`src/rtl/add_arbiter_if.sv`:
```
// Requester, result and shared-adder bundle for add_arbiter.
// ovf_cnt exists only when ADD_ARBITER_OVF_CNT_EN is defined.
interface add_arbiter_if;
   logic        req0;
   logic        req1;
   logic [31:0] a0;
   logic [31:0] b0;
   logic [31:0] a1;
   logic [31:0] b1;
   logic        sub0;
   logic        sub1;
   logic        ack0;
   logic        ack1;
   logic [31:0] result;
   logic        ovf;
   logic [31:0] add_a;
   logic [31:0] add_b;
   logic        add_cin;
   logic [31:0] add_sum;
   logic        add_ovf;
   logic        busy;
`ifdef ADD_ARBITER_OVF_CNT_EN
   logic [7:0]  ovf_cnt;
`endif

   modport slave (
      input  req0, req1,
      input  a0, b0, a1, b1,
      input  sub0, sub1,
      input  add_sum, add_ovf,
      output ack0, ack1,
      output result, ovf,
      output add_a, add_b, add_cin,
`ifdef ADD_ARBITER_OVF_CNT_EN
      output ovf_cnt,
`endif
      output busy
   );

   modport master (
      output req0, req1,
      output a0, b0, a1, b1,
      output sub0, sub1,
      output add_sum, add_ovf,
      input  ack0, ack1,
      input  result, ovf,
      input  add_a, add_b, add_cin,
`ifdef ADD_ARBITER_OVF_CNT_EN
      input  ovf_cnt,
`endif
      input  busy
   );
endinterface

```
`src/rtl/add_arbiter.sv`:
```
// Round-robin arbiter sharing one external adder between two requesters.
// Define ADD_ARBITER_OVF_CNT_EN to add the saturating ovf_cnt output.
module add_arbiter (
   input logic        clock,
   input logic        reset_n,
   add_arbiter_if.slave bus
);
   typedef enum logic [1:0] {
      IDLE,
      ISSUE,
      DONE
   } state_e;

   state_e      state_q, state_d;
   logic        ptr_q, ptr_d;
   logic        gnt_q, gnt_d;
   logic [31:0] add_a_q, add_a_d;
   logic [31:0] add_b_q, add_b_d;
   logic        add_cin_q, add_cin_d;
   logic [31:0] result_q, result_d;
   logic        ovf_q, ovf_d;
   logic        ack0_q, ack0_d;
   logic        ack1_q, ack1_d;
   logic        busy_q, busy_d;
`ifdef ADD_ARBITER_OVF_CNT_EN
   logic [7:0]  ovf_cnt_q, ovf_cnt_d;
`endif

   logic        pick;
   logic        sel_sub;
   logic [31:0] sel_b;

   always_comb begin
      // Pointer only breaks ties; a lone request always wins.
      pick = (bus.req0 & bus.req1) ? ptr_q : bus.req1;
      sel_sub   = pick ? bus.sub1 : bus.sub0;
      sel_b     = pick ? bus.b1 : bus.b0;
      state_d   = state_q;
      ptr_d     = ptr_q;
      gnt_d     = gnt_q;
      add_a_d   = add_a_q;
      add_b_d   = add_b_q;
      add_cin_d = add_cin_q;
      result_d  = result_q;
      ovf_d     = ovf_q;
      ack0_d    = ack0_q;
      ack1_d    = ack1_q;
      busy_d    = busy_q;
`ifdef ADD_ARBITER_OVF_CNT_EN
      ovf_cnt_d = ovf_cnt_q;
`endif
      unique case (state_q)
         IDLE: begin
            if (bus.req0 | bus.req1) begin
               state_d   = ISSUE;
               gnt_d     = pick;
               ptr_d     = ~pick;
               add_a_d   = pick ? bus.a1 : bus.a0;
               add_b_d   = sel_sub ? ~sel_b : sel_b;
               add_cin_d = sel_sub;
               busy_d    = 1'b1;
            end
         end
         ISSUE: begin
            state_d  = DONE;
            result_d = bus.add_sum;
            ovf_d    = bus.add_ovf;
            ack0_d   = ~gnt_q;
            ack1_d   = gnt_q;
         end
         DONE: begin
            state_d = IDLE;
            ack0_d  = 1'b0;
            ack1_d  = 1'b0;
            busy_d  = 1'b0;
`ifdef ADD_ARBITER_OVF_CNT_EN
            if (ovf_q && ovf_cnt_q != 8'hFF)
               ovf_cnt_d = ovf_cnt_q + 8'd1;
`endif
         end
         default: begin
            state_d = IDLE;
         end
      endcase
   end

   always_ff @(posedge clock or negedge reset_n) begin
      if (!reset_n) begin
         state_q   <= IDLE;
         ptr_q     <= 1'b0;
         gnt_q     <= 1'b0;
         add_a_q   <= '0;
         add_b_q   <= '0;
         add_cin_q <= 1'b0;
         result_q  <= '0;
         ovf_q     <= 1'b0;
         ack0_q    <= 1'b0;
         ack1_q    <= 1'b0;
         busy_q    <= 1'b0;
`ifdef ADD_ARBITER_OVF_CNT_EN
         ovf_cnt_q <= '0;
`endif
      end else begin
         state_q   <= state_d;
         ptr_q     <= ptr_d;
         gnt_q     <= gnt_d;
         add_a_q   <= add_a_d;
         add_b_q   <= add_b_d;
         add_cin_q <= add_cin_d;
         result_q  <= result_d;
         ovf_q     <= ovf_d;
         ack0_q    <= ack0_d;
         ack1_q    <= ack1_d;
         busy_q    <= busy_d;
`ifdef ADD_ARBITER_OVF_CNT_EN
         ovf_cnt_q <= ovf_cnt_d;
`endif
      end
   end

   assign bus.add_a   = add_a_q;
   assign bus.add_b   = add_b_q;
   assign bus.add_cin = add_cin_q;
   assign bus.result  = result_q;
   assign bus.ovf     = ovf_q;
   assign bus.ack0    = ack0_q;
   assign bus.ack1    = ack1_q;
   assign bus.busy    = busy_q;
`ifdef ADD_ARBITER_OVF_CNT_EN
   assign bus.ovf_cnt = ovf_cnt_q;
`endif
endmodule

```
`src/flat_wrapper.sv`:
```
// flat-port wrapper written by rule: the top's interface ports become plain ports
module add_arbiter_flat 
  (clock, reset_n, bus_req0, bus_req1, bus_a0, bus_b0, bus_a1, bus_b1, bus_sub0, bus_sub1, bus_add_sum, bus_add_ovf, bus_ack0, bus_ack1, bus_result, bus_ovf, bus_add_a, bus_add_b, bus_add_cin, bus_busy);
  add_arbiter_if bus_i ();
  input logic clock;
  input logic reset_n;
  input wire logic [$bits(bus_i.req0)-1:0] bus_req0;
  input wire logic [$bits(bus_i.req1)-1:0] bus_req1;
  input wire logic [$bits(bus_i.a0)-1:0] bus_a0;
  input wire logic [$bits(bus_i.b0)-1:0] bus_b0;
  input wire logic [$bits(bus_i.a1)-1:0] bus_a1;
  input wire logic [$bits(bus_i.b1)-1:0] bus_b1;
  input wire logic [$bits(bus_i.sub0)-1:0] bus_sub0;
  input wire logic [$bits(bus_i.sub1)-1:0] bus_sub1;
  input wire logic [$bits(bus_i.add_sum)-1:0] bus_add_sum;
  input wire logic [$bits(bus_i.add_ovf)-1:0] bus_add_ovf;
  output wire logic [$bits(bus_i.ack0)-1:0] bus_ack0;
  output wire logic [$bits(bus_i.ack1)-1:0] bus_ack1;
  output wire logic [$bits(bus_i.result)-1:0] bus_result;
  output wire logic [$bits(bus_i.ovf)-1:0] bus_ovf;
  output wire logic [$bits(bus_i.add_a)-1:0] bus_add_a;
  output wire logic [$bits(bus_i.add_b)-1:0] bus_add_b;
  output wire logic [$bits(bus_i.add_cin)-1:0] bus_add_cin;
  output wire logic [$bits(bus_i.busy)-1:0] bus_busy;
  assign bus_i.req0 = bus_req0;
  assign bus_i.req1 = bus_req1;
  assign bus_i.a0 = bus_a0;
  assign bus_i.b0 = bus_b0;
  assign bus_i.a1 = bus_a1;
  assign bus_i.b1 = bus_b1;
  assign bus_i.sub0 = bus_sub0;
  assign bus_i.sub1 = bus_sub1;
  assign bus_i.add_sum = bus_add_sum;
  assign bus_i.add_ovf = bus_add_ovf;
  assign bus_ack0 = bus_i.ack0;
  assign bus_ack1 = bus_i.ack1;
  assign bus_result = bus_i.result;
  assign bus_ovf = bus_i.ovf;
  assign bus_add_a = bus_i.add_a;
  assign bus_add_b = bus_i.add_b;
  assign bus_add_cin = bus_i.add_cin;
  assign bus_busy = bus_i.busy;
  add_arbiter u_core (.clock(clock), .reset_n(reset_n), .bus(bus_i));
endmodule
```
`config.mk`:
```
export PLATFORM = sky130hd
export DESIGN_NAME = add_arbiter_flat
export DESIGN_NICKNAME = d
export VERILOG_FILES = /design/src/rtl/add_arbiter_if.sv /design/src/rtl/add_arbiter.sv /design/src/flat_wrapper.sv
export SDC_FILE = /design/constraint.sdc
export NUM_CORES = 1
export LEC_CHECK = 0
export CORE_MARGIN = 2
export CORE_UTILIZATION = 40
export CTS_CLUSTER_DIAMETER = 150
export DETAILED_ROUTE_END_ITERATION = 10
export GPL_TIMING_DRIVEN = 1
export PLACE_DENSITY = 0.88
export SLEW_MARGIN = 20
export SYNTH_ARGS = -nofsm -noshare
export SYNTH_HDL_FRONTEND = slang
export SYNTH_SLANG_ARGS = --single-unit
```
`constraint.sdc`:
```
create_clock -name clock -period 1.8 [get_ports clock]
set_input_delay 0.54 -clock clock [delete_from_list [all_inputs] [get_ports clock]]
set_output_delay 0.54 -clock clock [all_outputs]
set_load 0.005 [all_outputs]
```
Yosys cells after proc, flatten, opt, wreduce, memory -nomap -nowiden
Cells that the tools add are included.
{"block": "word_totals", "ff_bits": 105, "in_bits": 167, "output_inout_bits": 101, "word_cells": 35}
{"block": "op_classes", "eq_ne": 3, "muxes": 11, "bitwise_logic": 5, "n_reduce_logical": 5}
{"operator": "$mux 32", "count": 3}
{"operator": "$not 32->32", "count": 1}
{"operator": "$pmux 1 s2", "count": 3}
{"operator": "$pmux 2 s2", "count": 1}
{"operator": "$reduce_and 2->1", "count": 2}
{"operator": "$reduce_bool 2->1", "count": 2}
{"operator": "$mux 1", "count": 3}
{"operator": "$eq 2x1->1 const B", "count": 1}
{"operator": "$eq 2x2->1 const B", "count": 1}
{"operator": "$logic_not 2->1", "count": 1}
{"operator": "$mux 2", "count": 1}
{"operator": "$ne 2x1->1 const B", "count": 1}
{"operator": "$not 1->1", "count": 2}
{"operator": "$and 1x1->1", "count": 1}
{"operator": "$or 1x1->1", "count": 1}

Longest topological paths before layout
{"block": "depth", "ltp_word": 5, "ltp_mapped": 8}

Worst setup path after synthesis
Ideal clock, no wire load.
{"block": "synth_path", "path_type": "register -> register", "startpoint": "reg u_core.state_q[0]", "endpoint": "reg u_core.add_a_q[16], in the netlist u_core.bus.add_a[16]", "setup_time_ps": 126, "arrival_time_ps": 1442, "required_time_ps": 1674, "path_slack_ps": 232, "stages_incl_launch_ff": 8, "path_cell_list": "dfrtp_1 inv_1 ha_1 o21ai_1 buf_2 clkbuf_1 and2_1 a221o_1"}
{"block": "synth_between", "elab_chain_len": 2}
{"element": "start: declaration", "line": "add_arbiter.sv:14", "source": "state_e state_q, state_d;"}
{"element": "start signal: assignment", "line": "add_arbiter.sv:104", "source": "state_q <= state_d;"}
{"element": "$logic_not 2->1", "line": "add_arbiter.sv:52", "source": "unique case (state_q)"}
{"element": "$reduce_and 2->1 (no source line)"}
{"element": "end signal: assignment", "line": "add_arbiter.sv:92", "source": "add_a_q <= '0;"}
{"element": "end signal: assignment", "line": "add_arbiter.sv:107", "source": "add_a_q <= add_a_d;"}
{"element": "end: declaration", "line": "add_arbiter.sv:17", "source": "logic [31:0] add_a_q, add_a_d;"}
Every way passes these cells.
A chain may end at the register's enable or synchronous reset.

Worst setup path after layout
{"block": "layout_path", "startpoint": "reg u_core.add_a_q[31], in the netlist u_core.bus.add_a[31]", "endpoint": "out bus_add_a[31]"}
{"element": "end: declaration", "line": "flat_wrapper.sv:21", "source": "output wire logic [$bits(bus_i.add_a)-1:0] bus_add_a;"}
No word-level cell between the ends.

==> run summary <==
pre-CTS setup slack - -0.197 ns
vias per cell - 5.19
met2 WL - 8.30 mm
synth unique cells - 28
post-synth top area cell - dfrtp_1
final setup skew - 0.00572 ns
initial antenna violation count - 0
highest metal used - met4
CTS tree - done
final core occ - 67.4%
Die Y - 119 microns
Setup CP Type - reg2out
share of layout cells above drive strength 1 - 12.1%
CP Max Fanout - 2
IO Port Bufs - 267
Worst-Margin Slew - 0.920 ns
FF-to-FF End - u_core.state_q[0]
Mapped Cells - 468
period utilization - 99.1%
CTS H-tree lvls - 3
Final Net Count - 904
first-pass GRT wire length - 25.0 mm
DR WL met3 - 1.03 mm
min Tclk post-route - 1.78 ns
final number of setup-violating endpoints - 0
min setup slack post-route - 0.0171 ns
Worst path max stage delay - 0.52 ns
Startpoint Class - flop
cell area after layout - 8570 sq um
CP Capture Type - output pin
num ports - 268
Yosys reg bits - 105
Seq/Total Area, Yosys - 50.0%
initial DRC count - 294
Placement Cell Area - 8200 sq um
FFs w/ async S/R, synth - 100%
FP Rows - 41
syn nets - 640
Die Width - 119 microns
crit path cell chain - clkdlybuf4s50_1
clk root buf - clkbuf_16
top-count cell post-synth - dfrtp_1
GP Congestion - 0.840
Final Hold Fails - 0
TritonCTS Buffers - 9
Core Box Area - 12,700 sq um
starting density of the core - 41.3%
EDFF count, synth - 0
relative slew slack - 38.7%
synth cell count leaders - 105 x dfrtp_1, 36 x nand2_1, 34 x mux2_2
Die ar. - 14,100 sq um
Post-synth top flop - dfrtp_1
Worst-path clk slew - 0.07 ns
Mapped Area - 5260 sq um
outcome - finished clean
Skew-Pair Late Insertion Delay - 0.34 ns
vias in the first global route - 4,862
# diodes - 0
wire per inst - 17.4 microns
gr ovfl total - 0
Power Density - 1470 nW/um^2
crit path DAT - 1.24 ns
Layout area overhead - 63.1%
clk buf depth - 2
Final TNS setup - 0 ns
FF-to-FF Start - u_core.state_q[0]
top cells by area, synth - dfrtp_1 50%, mux2_2 7.3%, a221o_1 6.1%
overall power - 0.0126 W
drt first pass iters - 4
min-delay worst type - in2async
largest net degree at the start of global routing - 58
DRT antenna net count - 0
Fill cells - 939
GRT Util Overall - 22.4%
DPL Wire Length - 12.0 mm
clk sinks - 105
Ys Warns - 0
Critical Path RT - 1.26 ns
maxcap violations - 0
post-synth top area share - 50.0%
CP bufs+invs - 1
fmax - 0.561 GHz
Syn Area/Cell - 11.2 sq um
internal reg-to-reg setup slack - 0.15 ns
CP max-delay cell - clkdlybuf4s50_1
max-slew violations - 0
Top Family by Delay on Critical Path - buffers and inverters
path depth of the worst reg2reg path - 5
# DRC - 0
Metal-1 WL - 6.08 mm
via count - 4,712
drt total wl - 15.8 mm
maximum VDD drop - 559 uV
leakage - 3.80 nW
worst max-delay path by stage:
| stage | startpoint | endpoint | slack, ns | cells after the start |
|---|---|---|---|---|
| after detailed placement | bus_req0 | u_core.bus.add_a[7] | -0.20 | 6 |
| after CTS | u_core.bus.add_b[14] | bus_add_b[14] | 0.002 | 1 |
| after global routing | u_core.bus.add_a[31] | bus_add_a[31] | -0.03 | 1 |
| after floorplan | u_core.state_q[0] | u_core.bus.add_a[16] | 0.23 | 7 |
| after global placement | bus_req0 | u_core.bus.add_a[7] | -0.14 | 6 |
| final | u_core.bus.add_a[31] | bus_add_a[31] | 0.02 | 1 |
sequential cells by signal, summed over array words and instances (netlist names):
| register | count |
|---|---|
| u_core.bus.add_a | 32 |
| u_core.bus.add_b | 32 |
| u_core.bus.result | 32 |
| u_core.state_q | 2 |
| u_core.bus.ack0 | 1 |
| u_core.bus.ack1 | 1 |
| u_core.bus.add_cin | 1 |
| u_core.bus.busy | 1 |
| u_core.bus.ovf | 1 |
| u_core.gnt_q | 1 |
| u_core.ptr_q | 1 |
routing by layer:
layer  vias up  GRT usage [%]
li1       2179              -
met1      2274           26.1
met2       228           40.0
met3        31           4.39
met4         0           8.93
met5         -              0
where the power goes:
group	internal [W]	switching, W	total (W)	leakage (nW)
Sequential	0.00356	0.000688	0.00425	1.26
Combinational	0.00400	0.00242	0.00642	2.40
Clock	0.00108	0.000852	0.00193	0.144
stage by stage:
step,hold slack (ns),std cells
floorplan,0.244,468
global placement,0.436,888
detailed placement,0.443,888
CTS,0.0780,903
global route,0.0787,908
finish,0.0748,908
repair_timing:
action	CTS	global route
hold buffers	0	0
setup endpoints to repair	3	21
resized for setup	3	17
gates cloned	0	0
buffers inserted	0	5
endpoints found under the hold margin	0	0
cells by family (layout without fill, tap and decap cells):
logic type	Yosys count	count (layout)	synth area share (%)
DFF	105	105	50.0
AOI/OAI and AO/OA	106	106	14.9
adders and majority gates	5	5	1.19
and+or+nand+nor	107	107	11.2
xor gates and xnor gates	64	64	10.7
buffers and inverters	47	315	4.76
muxes	34	34	7.28
cell usage in the layout (no fill, tap or decap), types with 16 or more instances in the layout:
master           count
nand2_1             36
a221o_1             32
dfrtp_1            105
and2_1              32
o31ai_1             32
buf_4               22
a21oi_1             32
dlymetal6s2s_1      16
xnor2_1             32
xor2_1              32
clkdlybuf4s50_1    244
and3_1              33
mux2_2              34
cell type report:
class | instances | area [sq um] | area share [%]
Clock buffer | 9 | 225 | 2.63
Clock inverter | 6 | 67.6 | 0.788
Inverter | 3 | 11.3 | 0.131
Multi-Input combinational cell | 316 | 2400 | 28.0
Sequential cell | 105 | 2630 | 30.6
Tap cell | 172 | 215 | 2.51
Timing Repair Buffer | 297 | 3030 | 35.3
(Power assumes the default switching activity.)
